===== src/rtl/iq_lockin_accum.sv =====
// iq_lockin_accum: lock-in I/Q demodulator that integrates adc*sin and adc*cos over N reference periods.
//   clk, reset_n        : clock, asynchronous active-low reset
//   start_i             : one-cycle measurement request, ignored while busy_o
//   n_periods_i         : periods to integrate, 0 treated as 1, sampled on accepted start
//   adc_i/sin_i/cos_i   : signed sample and references, time-aligned
//   ref_valid_i         : sample qualifier, invalid cycles are ignored entirely
//   period_pulse_i      : marks the first sample of a reference period
//   i_acc_o/q_acc_o     : saturated signed sums of adc*sin / adc*cos
//   sample_cnt_o        : number of samples integrated
//   result_valid_o      : one-cycle strobe, outputs updated in the same cycle
//   busy_o              : measurement in progress
//   overflow_o          : an accumulator saturated during the reported measurement
module iq_lockin_accum #(
    parameter int DATA_W = 14,
    parameter int ACC_W  = 48,
    parameter int CNT_W  = 32,
    parameter int NPER_W = 16
) (
    input  logic                     clk,
    input  logic                     reset_n,
    input  logic                     start_i,
    input  logic [NPER_W-1:0]        n_periods_i,
    input  logic signed [DATA_W-1:0] adc_i,
    input  logic signed [DATA_W-1:0] sin_i,
    input  logic signed [DATA_W-1:0] cos_i,
    input  logic                     ref_valid_i,
    input  logic                     period_pulse_i,
    output logic signed [ACC_W-1:0]  i_acc_o,
    output logic signed [ACC_W-1:0]  q_acc_o,
    output logic [CNT_W-1:0]         sample_cnt_o,
    output logic                     result_valid_o,
    output logic                     busy_o,
    output logic                     overflow_o
);
    localparam int PW = 2 * DATA_W;
    localparam int XW = ACC_W + 1 - PW;
    localparam logic [ACC_W-1:0] ACC_MAX = {1'b0, {(ACC_W-1){1'b1}}};
    localparam logic [ACC_W-1:0] ACC_MIN = {1'b1, {(ACC_W-1){1'b0}}};

    typedef enum logic [2:0] {IDLE, ARM, ACCUM, FLUSH, DONE} state_t;

    state_t state, state_n;
    logic flush_last;
    logic accept, incl, done, pulse, term;
    logic [NPER_W-1:0] n_lat, pcnt;
    logic s1_inc, s2_inc;
    logic signed [DATA_W-1:0] s1_adc, s1_sin, s1_cos;
    logic signed [PW-1:0] prod_i, prod_q;
    logic signed [ACC_W-1:0] i_acc, q_acc;
    logic [CNT_W-1:0] cnt;
    logic ovf;
    logic [ACC_W:0] i_sum, q_sum;
    logic [ACC_W-1:0] i_sat, q_sat;
    logic i_ovf, q_ovf;

    assign pulse = period_pulse_i & ref_valid_i;
    // The pulse that would make the period count reach N closes the window.
    assign term  = (pcnt + NPER_W'(1)) == n_lat;

    always_ff @(posedge clk or negedge reset_n) begin
        if (!reset_n) state <= IDLE;
        else          state <= state_n;
    end

    always_comb begin
        state_n = state;
        case (state)
            IDLE:    state_n = start_i ? ARM : IDLE;
            ARM:     state_n = pulse ? ACCUM : ARM;
            ACCUM:   state_n = (pulse && term) ? FLUSH : ACCUM;
            FLUSH:   state_n = flush_last ? DONE : FLUSH;
            DONE:    state_n = IDLE;
            default: state_n = IDLE;
        endcase
    end

    always_comb begin
        accept = (state == IDLE) && start_i;
        incl   = ref_valid_i && (((state == ARM) && period_pulse_i) ||
                                 ((state == ACCUM) && !(period_pulse_i && term)));
        done   = (state == DONE);
    end

    // Second of the two FLUSH cycles.
    always_ff @(posedge clk or negedge reset_n) begin
        if (!reset_n) flush_last <= 1'b0;
        else          flush_last <= (state == FLUSH) && !flush_last;
    end

    always_ff @(posedge clk or negedge reset_n) begin
        if (!reset_n) begin
            n_lat <= '0;
            pcnt  <= '0;
        end else if (accept) begin
            n_lat <= (n_periods_i == '0) ? NPER_W'(1) : n_periods_i;
            pcnt  <= '0;
        end else if ((state == ACCUM) && pulse) begin
            pcnt  <= pcnt + NPER_W'(1);
        end
    end

    always_ff @(posedge clk or negedge reset_n) begin
        if (!reset_n) begin
            s1_inc <= 1'b0;
            s1_adc <= '0;
            s1_sin <= '0;
            s1_cos <= '0;
            s2_inc <= 1'b0;
            prod_i <= '0;
            prod_q <= '0;
        end else begin
            s1_inc <= incl;
            s1_adc <= adc_i;
            s1_sin <= sin_i;
            s1_cos <= cos_i;
            s2_inc <= s1_inc;
            prod_i <= PW'(s1_adc) * PW'(s1_sin);
            prod_q <= PW'(s1_adc) * PW'(s1_cos);
        end
    end

    // One guard bit above the accumulator: overflow when it disagrees with the sign bit.
    always_comb begin
        i_sum = {i_acc[ACC_W-1], i_acc} + {{XW{prod_i[PW-1]}}, prod_i};
        q_sum = {q_acc[ACC_W-1], q_acc} + {{XW{prod_q[PW-1]}}, prod_q};
        i_ovf = i_sum[ACC_W] ^ i_sum[ACC_W-1];
        q_ovf = q_sum[ACC_W] ^ q_sum[ACC_W-1];
        i_sat = i_ovf ? (i_sum[ACC_W] ? ACC_MIN : ACC_MAX) : i_sum[ACC_W-1:0];
        q_sat = q_ovf ? (q_sum[ACC_W] ? ACC_MIN : ACC_MAX) : q_sum[ACC_W-1:0];
    end

    always_ff @(posedge clk or negedge reset_n) begin
        if (!reset_n) begin
            i_acc <= '0;
            q_acc <= '0;
            cnt   <= '0;
            ovf   <= 1'b0;
        end else if (accept) begin
            i_acc <= '0;
            q_acc <= '0;
            cnt   <= '0;
            ovf   <= 1'b0;
        end else if (s2_inc) begin
            i_acc <= i_sat;
            q_acc <= q_sat;
            cnt   <= (&cnt) ? cnt : cnt + CNT_W'(1);
            ovf   <= ovf | i_ovf | q_ovf;
        end
    end

    always_ff @(posedge clk or negedge reset_n) begin
        if (!reset_n) begin
            i_acc_o        <= '0;
            q_acc_o        <= '0;
            sample_cnt_o   <= '0;
            result_valid_o <= 1'b0;
            busy_o         <= 1'b0;
            overflow_o     <= 1'b0;
        end else begin
            result_valid_o <= done;
            busy_o         <= (state_n != IDLE);
            if (accept) overflow_o <= 1'b0;
            if (done) begin
                i_acc_o      <= i_acc;
                q_acc_o      <= q_acc;
                sample_cnt_o <= cnt;
                overflow_o   <= ovf;
            end
        end
    end
endmodule


===== config.mk =====
export PLATFORM = sky130hd
export DESIGN_NAME = iq_lockin_accum
export DESIGN_NICKNAME = d
export VERILOG_FILES = /design/src/rtl/iq_lockin_accum.sv
export SDC_FILE = /design/constraint.sdc
export NUM_CORES = 2
export LEC_CHECK = 0
export CAP_MARGIN = 5
export CORE_ASPECT_RATIO = 0.8
export CORE_UTILIZATION = 45
export CTS_CLUSTER_SIZE = 10
export DETAILED_ROUTE_END_ITERATION = 12
export PLACE_DENSITY = 0.7
export RECOVER_POWER = 50
export SYNTH_ARGS = -nofsm -noshare
export SYNTH_HDL_FRONTEND = slang
export SYNTH_SLANG_ARGS = --single-unit

===== constraint.sdc =====
create_clock -name clk -period 8.6 [get_ports clk]
set_input_delay 1.72 -clock clk [delete_from_list [all_inputs] [get_ports clk]]
set_output_delay 1.72 -clock clk [all_outputs]
set_load 0.05 [all_outputs]

==> metrics.cfg <==
[synthesis]
synth_seq_cells=396
yosysMostFrequentCell=inv_1
syn_area_per_cell_um2=9.64
synth_edf_count=0
synth_top_cells_by_count=inv_1 (467), nand2_1 (418), dfrtp_1 (396)
synth_area_um2=35400
ys_warn_count=0
synth.area.top_cells=dfrtp_1 (28%), fa_1 (22%), ha_1 (8.2%)
synthCells=3672
synth_ff_type=dfrtp_1
yosysSeqAreaShare_pct=28.0
yosysTopAreaCellShare_pct=28.0
synth_area_leader_cell=dfrtp_1
synth_cell_types=77
syn_nets=4359
async_reset_ff_share_pct=100

[timing]
worst_pin_slew_ns=5.79
hold_violations=0
setup_violations=0
skew_ns=0.0272
fin_crit_sh_pct=80.4
period_minus_slack_ns=6.91
slew_headroom_pct=-286
setup_slack_ns=1.69
slew_viol_final=220
finalSetupTns_ns=0
rsz0062_at_grt=no
max_freq_mhz=145

[clocking]
clock-sinks=396
cts_tree=built
clkTransAtPathRegs_ns=0.06
clock-root-buffer=clkbuf_16
htreeDepth=2
clock_path_buffers=3
cts_buffers=49
hold_buffers=0
post-cts-setup-buffer-count=0
postCtsResizedCells=0
clk_latency_ns=0.61

[route]
num_vias=25600
drc=28
drt_iter0_drc=1702
firstDrtPassIters=12
vias_per_cell=5.31
ant_nets=0
routed_wirelength_um=79600
wl_per_cell_um=16.5

[global_route]
grt_pass1_wl_um=134000
grt_max_degree=156
grt_usage_pct=20.7
grt_pass1_vias=25700
grt_antenna_before_repair=1
grt_overflow=0

[placed_design]
routabilityCongestion=0.903
io_buffers=193
hpwl_um=59700
dpl_worst_slack_ns=1.72

[setup_path]
crit_buf_inv=2
cp_max_fo=28
path_cells=and2_1 -> fa_1 -> inv_1 -> fa_1 -> inv_1 -> fa_1 -> fa_1 -> fa_1 -> fa_1 -> ha_1 -> a21o_1 -> a21o_1 -> a21oi_1 -> nand2_1 -> o2111ai_1 -> a311oi_1 -> a2111oi_0 -> nor3_1 -> a211oi_1 -> o21bai_1 -> xor2_1
crit_arrival_ns=7.39
crit_path_start_kind=flop
worstSetupEndpointType=flop
path_common_cell=fa_1
crit_slowest_cell=dfrtp_1
worst_ep_required_time_ns=9.08
worstSetupPathType=flop to flop
cp_slowest_stage_delay_ns=1.01
path_delay_family=adder cells

[floorplanning]
die_height_um=253
io_pins=194
die_w_um=316
start_util_pct=45.7
coreArea_um2=77400
die_area_um2=79800
std_cell_rows=91

[job]
cap_violations=3

[cells_and_area]
syn2layout_area_growth_pct=11.8
drive_gt1_share_pct=7.22
fin_nets=4460

[worst_hold_path]
hp-class=flop to flop

[outcome]
status=complete, but fails checks
violations=design-rule violations, max-capacitance violations, max-slew violations

==> cell families (layout without fill, tap and decap cells) <==
family / Yosys count / in the layout / share of synthesized area (%)
fa+ha+maj: 624 / 624 / 30.4
simple gates: 1122 / 1122 / 15.5
flops: 396 / 396 / 28.0
other cells: 0 / 2 / 0
xor+xnor: 200 / 200 / 4.95
buf+inv: 632 / 755 / 6.97
compound gates: 565 / 565 / 9.96
mux: 133 / 133 / 4.22
==> final cells by class <==
type,count,area [um2]
clock buffer,66,1370
tap,1023,1280
inverter,468,1760
timing repair buffer,214,2080
multi-input combinational,2644,23100
fill,7005,37800
sequential,396,9910
clock inverter,7,124
antenna,2,5.00
==> path summary, 6_finish.rpt <==
path	startpoint	endpoint	slack, ns	depth (start not counted)
hold / removal	s1_inc	s2_inc	0.36	0
hold reg to reg	s1_inc	s2_inc	0.36	0
setup / recovery	s1_adc[8]	prod_q[26]	1.69	21
min in group asynchronous	reset_n	i_acc_o[33]	3.24	1
max in group asynchronous	reset_n	prod_i[18]	2.07	1
setup reg to reg	s1_adc[8]	prod_q[26]	1.69	21
==> per-stage QoR <==
| stage | cell area (um2) | std cells | hold WS, ns | util (%) |
|---|---|---|---|---|
| after floorplan | 35400 | 3672 | 0.331 | - |
| after global placement | 38100 | 4745 | 0.337 | 49.2 |
| after detailed placement | 38100 | 4745 | 0.340 | 49.2 |
| after CTS | 39600 | 4818 | 0.366 | 51.2 |
| after global routing | 39600 | 4818 | 0.378 | 51.1 |
| final | 39600 | 4820 | 0.359 | 51.1 |
==> metal layers <==
metal	GRT usage (%)	vias to the layer above	wire, um
li1	-	12100	-
met1	31.2	12800	39000
met2	31.1	617	34600
met3	3.19	89	4670
met4	4.46	0	1350
met5	0	-	0
==> state kept, by name (all words and copies together) (netlist names), 3 cells and up <==
register,flops
i_acc,48
i_acc_o,48
q_acc,48
q_acc_o,48
cnt,32
sample_cnt_o,32
prod_i,28
prod_q,28
n_lat,16
pcnt,16
s1_adc,14
s1_cos,14
s1_sin,14
state,3
==> worst register-to-register path: cells and delay by family, from the launching register on <==
kind / cells / cell delay (ns)
DFF: 1 / 1.01
and+or+nand+nor: 3 / 0.49
adders and majority gates: 7 / 3.07
buffers and inverters: 2 / 0.17
AOI/OAI and AO/OA: 8 / 1.90
xor gates and xnor gates: 1 / 0.15
==> cells in the final DEF (no fill, tap or decap), types with 49 or more instances in the layout <==
cell,instances
inv_1,467
nand2_1,418
dfrtp_1,396
fa_1,392
ha_1,232
nor2_1,214
and2_1,209
o21ai_0,155
clkdlybuf4s50_1,148
a21oi_1,135
mux2_2,129
xnor2_1,124
xor2_1,76
a21o_1,60
nand3_1,58
clkbuf_16,49
Power is not shown: default switching activity piles up to over one toggle a cycle in this logic, so the estimate is an artifact.
